[config.mk]
export PLATFORM = sky130hd
export DESIGN_NAME = rv32_ram_arbiter
export DESIGN_NICKNAME = d
export VERILOG_FILES = /design/src/rtl/rv32_pkg.sv /design/src/rtl/rv32_arb_pick.sv /design/src/rtl/rv32_ram_arbiter.sv
export SDC_FILE = /design/constraint.sdc
export NUM_CORES = 1
export LEC_CHECK = 0
export CORE_AREA = 4 4 99 101
export CTS_BUF_LIST = sky130_fd_sc_hd__clkbuf_4 sky130_fd_sc_hd__clkbuf_8
export DETAILED_ROUTE_END_ITERATION = 16
export DIE_AREA = 0 0 103 105
export GPL_ROUTABILITY_DRIVEN = 0
export PLACE_DENSITY = 0.79
export SLEW_MARGIN = 10
export SYNTH_ARGS = -nofsm -noshare
export SYNTH_HDL_FRONTEND = slang
export SYNTH_SLANG_ARGS = --single-unit
export TNS_END_PERCENT = 50
[constraint.sdc]
create_clock -name clk -period 5.2 [get_ports clk]
set_clock_uncertainty 0.15 [all_clocks]
set_input_delay 0.78 -clock clk [delete_from_list [all_inputs] [get_ports clk]]
set_output_delay 0.78 -clock clk [all_outputs]
set_load 0.03 [all_outputs]
[src/rtl/rv32_pkg.sv]
`timescale 1ns/1ps
`default_nettype none
// ============================================================================
// Module  : rv32_pkg
// Brief   : Shared types and constants for the rv32 RAM arbiter slice.
// Revision: 1.0
// ============================================================================
package rv32_pkg;

  typedef enum logic {
    OWN_M0 = 1'b0,
    OWN_M1 = 1'b1
  } arb_owner_e;

  localparam logic [3:0] STRB_WORD = 4'b1111;

endpackage
`default_nettype wire

[src/rtl/rv32_arb_pick.sv]
`timescale 1ns/1ps
`default_nettype none
// ============================================================================
// Module  : rv32_arb_pick
// Brief   : Combinational two-way winner select with bounded burst priority.
// Revision: 1.0
// ============================================================================
module rv32_arb_pick
  import rv32_pkg::*;
(
  input  logic [1:0]  req,
  input  arb_owner_e  last_owner,
  input  logic        burst_full,
  output logic [1:0]  gnt
);

  always_comb begin
    gnt = 2'b00;
    case (req)
      2'b01:   gnt = 2'b01;
      2'b10:   gnt = 2'b10;
      // Contention: keep the current owner until its burst is used up.
      2'b11: begin
        if (!burst_full) gnt = (last_owner == OWN_M0) ? 2'b01 : 2'b10;
        else             gnt = (last_owner == OWN_M0) ? 2'b10 : 2'b01;
      end
      default: gnt = 2'b00;
    endcase
  end

endmodule
`default_nettype wire

[src/rtl/rv32_ram_arbiter.sv]
`timescale 1ns/1ps
`default_nettype none
// ============================================================================
// Module  : rv32_ram_arbiter
// Brief   : Shares one single-port word RAM between the core (m0) and a
//           secondary master (m1); routes read data back to the issuer.
// Revision: 1.0
// ============================================================================
module rv32_ram_arbiter
  import rv32_pkg::*;
#(
  parameter int ADDR_WIDTH = 16,
  parameter int MAX_BURST  = 4
) (
  input  logic                  clk,
  input  logic                  reset_n,

  input  logic                  m0_req,
  input  logic                  m0_we,
  input  logic [3:0]            m0_strobe,
  input  logic [ADDR_WIDTH-1:0] m0_addr,
  input  logic [31:0]           m0_wdata,
  output logic                  m0_gnt,
  output logic                  m0_rvalid,
  output logic [31:0]           m0_rdata,

  input  logic                  m1_req,
  input  logic                  m1_we,
  input  logic [3:0]            m1_strobe,
  input  logic [ADDR_WIDTH-1:0] m1_addr,
  input  logic [31:0]           m1_wdata,
  output logic                  m1_gnt,
  output logic                  m1_rvalid,
  output logic [31:0]           m1_rdata,

  output logic                  ram_wr_en,
  output logic [3:0]            ram_wr_strobe,
  output logic [ADDR_WIDTH-1:0] ram_addr,
  output logic [31:0]           ram_data_in,
  input  logic [31:0]           ram_data_out
);

  localparam int              CNT_W     = (MAX_BURST > 1) ? $clog2(MAX_BURST) : 1;
  localparam logic [CNT_W-1:0] C_CNT_MAX = CNT_W'(MAX_BURST - 1);

  arb_owner_e       r_last_owner;
  logic [CNT_W-1:0] r_burst_cnt;
  logic             r_burst_act;
  logic             r_rd_pend;
  arb_owner_e       r_rd_owner;

  logic [1:0]       w_pick;
  logic [1:0]       w_gnt;
  logic             w_any;
  logic             w_we;
  logic             w_burst_full;
  arb_owner_e       w_gnt_port;

  // A burst only continues across back-to-back grants; after an idle cycle
  // (or reset) a tie goes to the port that did not own the bus last.
  assign w_burst_full = !r_burst_act || (r_burst_cnt >= C_CNT_MAX);

  rv32_arb_pick u_pick (
    .req        ({m1_req, m0_req}),
    .last_owner (r_last_owner),
    .burst_full (w_burst_full),
    .gnt        (w_pick)
  );

  assign w_gnt      = w_pick & {2{reset_n}};
  assign w_any      = |w_gnt;
  assign w_gnt_port = w_gnt[1] ? OWN_M1 : OWN_M0;
  assign w_we       = w_gnt[1] ? m1_we : m0_we;

  assign m0_gnt    = w_gnt[0];
  assign m1_gnt    = w_gnt[1];
  assign m0_rvalid = r_rd_pend && (r_rd_owner == OWN_M0);
  assign m1_rvalid = r_rd_pend && (r_rd_owner == OWN_M1);
  assign m0_rdata  = ram_data_out;
  assign m1_rdata  = ram_data_out;

  always_comb begin
    ram_wr_en     = 1'b0;
    ram_wr_strobe = 4'b0000;
    ram_addr      = m0_addr;
    ram_data_in   = m0_wdata;
    if (!reset_n) begin
      ram_addr    = '0;
      ram_data_in = '0;
    end else if (w_gnt[1]) begin
      ram_wr_en     = m1_we;
      ram_wr_strobe = m1_strobe;
      ram_addr      = m1_addr;
      ram_data_in   = m1_wdata;
    end else if (w_gnt[0]) begin
      ram_wr_en     = m0_we;
      ram_wr_strobe = m0_strobe;
    end
  end

  always_ff @(posedge clk or negedge reset_n) begin
    if (!reset_n) begin
      r_last_owner <= OWN_M1;
      r_burst_cnt  <= '0;
      r_burst_act  <= 1'b0;
      r_rd_pend    <= 1'b0;
      r_rd_owner   <= OWN_M0;
    end else begin
      r_rd_pend <= w_any && !w_we;
      if (w_any && !w_we) r_rd_owner <= w_gnt_port;

      if (!w_any) begin
        r_burst_cnt <= '0;
        r_burst_act <= 1'b0;
      end else begin
        r_burst_act <= 1'b1;
        if (w_gnt_port == r_last_owner) begin
          if (r_burst_cnt < C_CNT_MAX) r_burst_cnt <= r_burst_cnt + CNT_W'(1);
        end else begin
          r_last_owner <= w_gnt_port;
          r_burst_cnt  <= '0;
        end
      end
    end
  end

endmodule
`default_nettype wire

==> results.toml <==
[finish]
final_nets = 509
diodes = 0
final_cells = 476
drive_gt1_share_pct = 3.56
area_growth_pct = 69.1
fillCellCount = 953
final_util_pct = 35.0

[routing]
drt.antenna.violating_nets = 0
post_drt_wl_per_cell_um = 13.7
drcViolationCount = 0
vias = 2010
firstDrtPassIters = 4
viasPerCell = 4.22
drt_iter0_drc = 60
drt_wl_total_mm = 6.52

[floorplan]
io_pins = 263
start_util_pct = 20.7
die_h_um = 105
core_area_um2 = 9020
dieWidth_um = 103
rows = 35
die-area_um2 = 10800

[global_routing]
grt_remaining_overflow = 0
grt_pass1_wl_mm = 9.74
busiest_layer = "met2"
gr-usage-met3_pct = 2.54
use_met2_pct = 20.2
grt_max_degree = 57
grt_use_total_pct = 11.0
grt_pass1_vias = 2046
grt_util_met1_pct = 11.2
antenna_found_initial = 0

[clocking]
cts_num_sinks = 6
root_buffer = "clkbuf_8"
cts_buffers = 3
hold_buffers = 0
clk_path_buf_depth = 2
path_clk_slew_ns = 0.04
h-tree-depth = 1
worstSkewPairLatency_ns = 0.22
ctsResizeCount = 0
post_cts_buffers = 0
cts_tree = "built"

[logic_synthesis]
synth-main-ff-cell = "dfrtp_1"
ys_seq_elements = 6
syn_nets = 416
yosys-top-cells-count = "106 x nand2_1, 65 x buf_4, 54 x mux2i_1"
syn_inst = 273
ys_async_sr_fraction_pct = 100
syn_area_per_cell_um2 = 6.83
netlist_top_cells_area = "mux2i_1 29%, buf_4 26%, nand2_1 21%"
ys_seq_area_share_pct = 8.12
synth_top_area_share_pct = 29.0
yosysMostFrequentCell = "nand2_1"
synth_edf_count = 0
ys_types = 29
syn-cell-area_um2 = 1870
yosysWarningCount = 0
yosys.area.top_type = "mux2i_1"

[status]
status = "completed"

[job]
drv_cap = 0

[sta]
worst_pin_slew_ns = 0.554
relSlewSlack_pct = 62.8
period_needed_ns = 4.11
max_freq_ghz = 0.243
slew_violations = 0
tns_ns = 0
grt_setup_unrepaired = "false"
period_share_pct = 79.1
hold_violations = 0
setup_viol = 0

[power]
p_comb_share_pct = 71.8
power_uw = 485
peakVddDrop_mv = 0.0611
power_leakage_nw = 1.33
p_switching_uw = 195
power_density_nw_per_um2 = 154
internal_power_uw = 290
p_clk_share_pct = 16.3
p_sw_share_pct = 40.2
seqPwrFrac_pct = 11.8

[placement]
place_hpwl_mm = 5.48
dp.cells = 472
io_buffers = 166

[setup_path]
critPathCapture = "ram_data_in[8]"
cp_slowest_stage_delay_ns = 0.70
critPathKind = "input port to output pin"
crit_start = "m0_req"
cp-end-kind = "output pin"
crit_chain = "clkdlybuf4s50_1 > and4bb_2 > a211oi_4 > buf_4 > mux2i_1 > clkdlybuf4s50_1"
reg2reg_to = "r_burst_cnt[1]"
reg2regPathDepth = 5
worstPathMaxFanout = 31
crit_top_cell = "clkdlybuf4s50_1"
reg2reg_slack_ns = 3.05
crit_required_ns = 4.27
worstPathArrival_ns = 3.18
startpoint_type = "input port"
critPathSlowestCell = "clkdlybuf4s50_1"
r2r_start = "r_burst_cnt[0]"

[min_path]
min_path_type = "input port to async pin"
final cells by class:
cell class | instances | area (um2) | area share [%]
sequential | 6 | 151 | 4.80
inverter | 3 | 11.3 | 0.357
timing repair buffer | 169 | 1680 | 53.3
clock buffer | 4 | 48.8 | 1.55
tap | 111 | 139 | 4.40
multi-input combinational | 183 | 1120 | 35.6
worst min-delay path by stage:
stage                 startpoint              to  slack, ns  cells past startpoint
finish                   reset_n      r_rd_owner       0.38                      1
global route             reset_n  r_burst_cnt[1]       0.41                      1
CTS                      reset_n  r_burst_cnt[1]       0.39                      1
detailed placement  r_last_owner    r_last_owner       0.39                      1
global placement    r_last_owner    r_last_owner       0.39                      1
floorplan                reset_n     r_burst_act       0.33                      0
state kept, by name, indices dropped and copies added, names as in the netlist:
register      cells
r_last_owner      1
r_rd_owner        1
r_burst_act       1
r_burst_cnt       2
r_rd_pend         1
routing by layer:
metal,vias to the layer above,wire length (um)
met1,876,2320
met2,99,3320
li1,997,-
met4,0,287
met3,38,593
met5,-,0
per-stage QoR:
step	setup slack [ns]	hold WS (ns)	cell area, um2
after global routing	0.981	0.408	3160
after floorplan	2.08	0.334	1870
after detailed placement	1.08	0.392	3110
after CTS	1.07	0.390	3160
after global placement	1.13	0.385	3110
final	1.09	0.376	3160
critical path: cells and delay by family:
kind                   cells  cell delay [ns]
buffers and inverters      3             1.60
multiplexers               1             0.28
AND/OR/NAND/NOR            1             0.27
AO/OA/AOI/OAI              1             0.23
power groups by stage:
stage,clock (mW),combinational [mW],sequential (mW)
5_1_grt,0.0839,0.370,0.0584
3_5_place_dp,0,0.351,0.0580
2_1_floorplan,0,0.276,0.0565
6_report,0.0793,0.349,0.0574
4_1_cts,0.0817,0.353,0.0575
3_3_place_gp,0,0.347,0.0575
kinds of logic (layout without fill, tap and decap cells):
group	after synthesis	count (layout)	share of synthesized area, %
buffers and inverters	84	176	31.7
muxes	56	56	30.2
xor gates and xnor gates	1	1	0.470
DFF	6	6	8.12
and+or+nand+nor	118	118	25.3
AOI/OAI and AO/OA	7	7	3.62
adders and majority gates	1	1	0.671
cell usage in the layout (no fill, tap or decap), drive strengths merged, types with 2 or more instances in the layout:
cell,n
a211oi,2
and2,2
buf,4
clkbuf,4
clkdlybuf4s50,165
dfrtp,5
inv,2
mux2,2
mux2i,54
nand2,106
nor2,3
o21ai,2
o2bb2ai,2
Power figures use the tool's default switching activity.
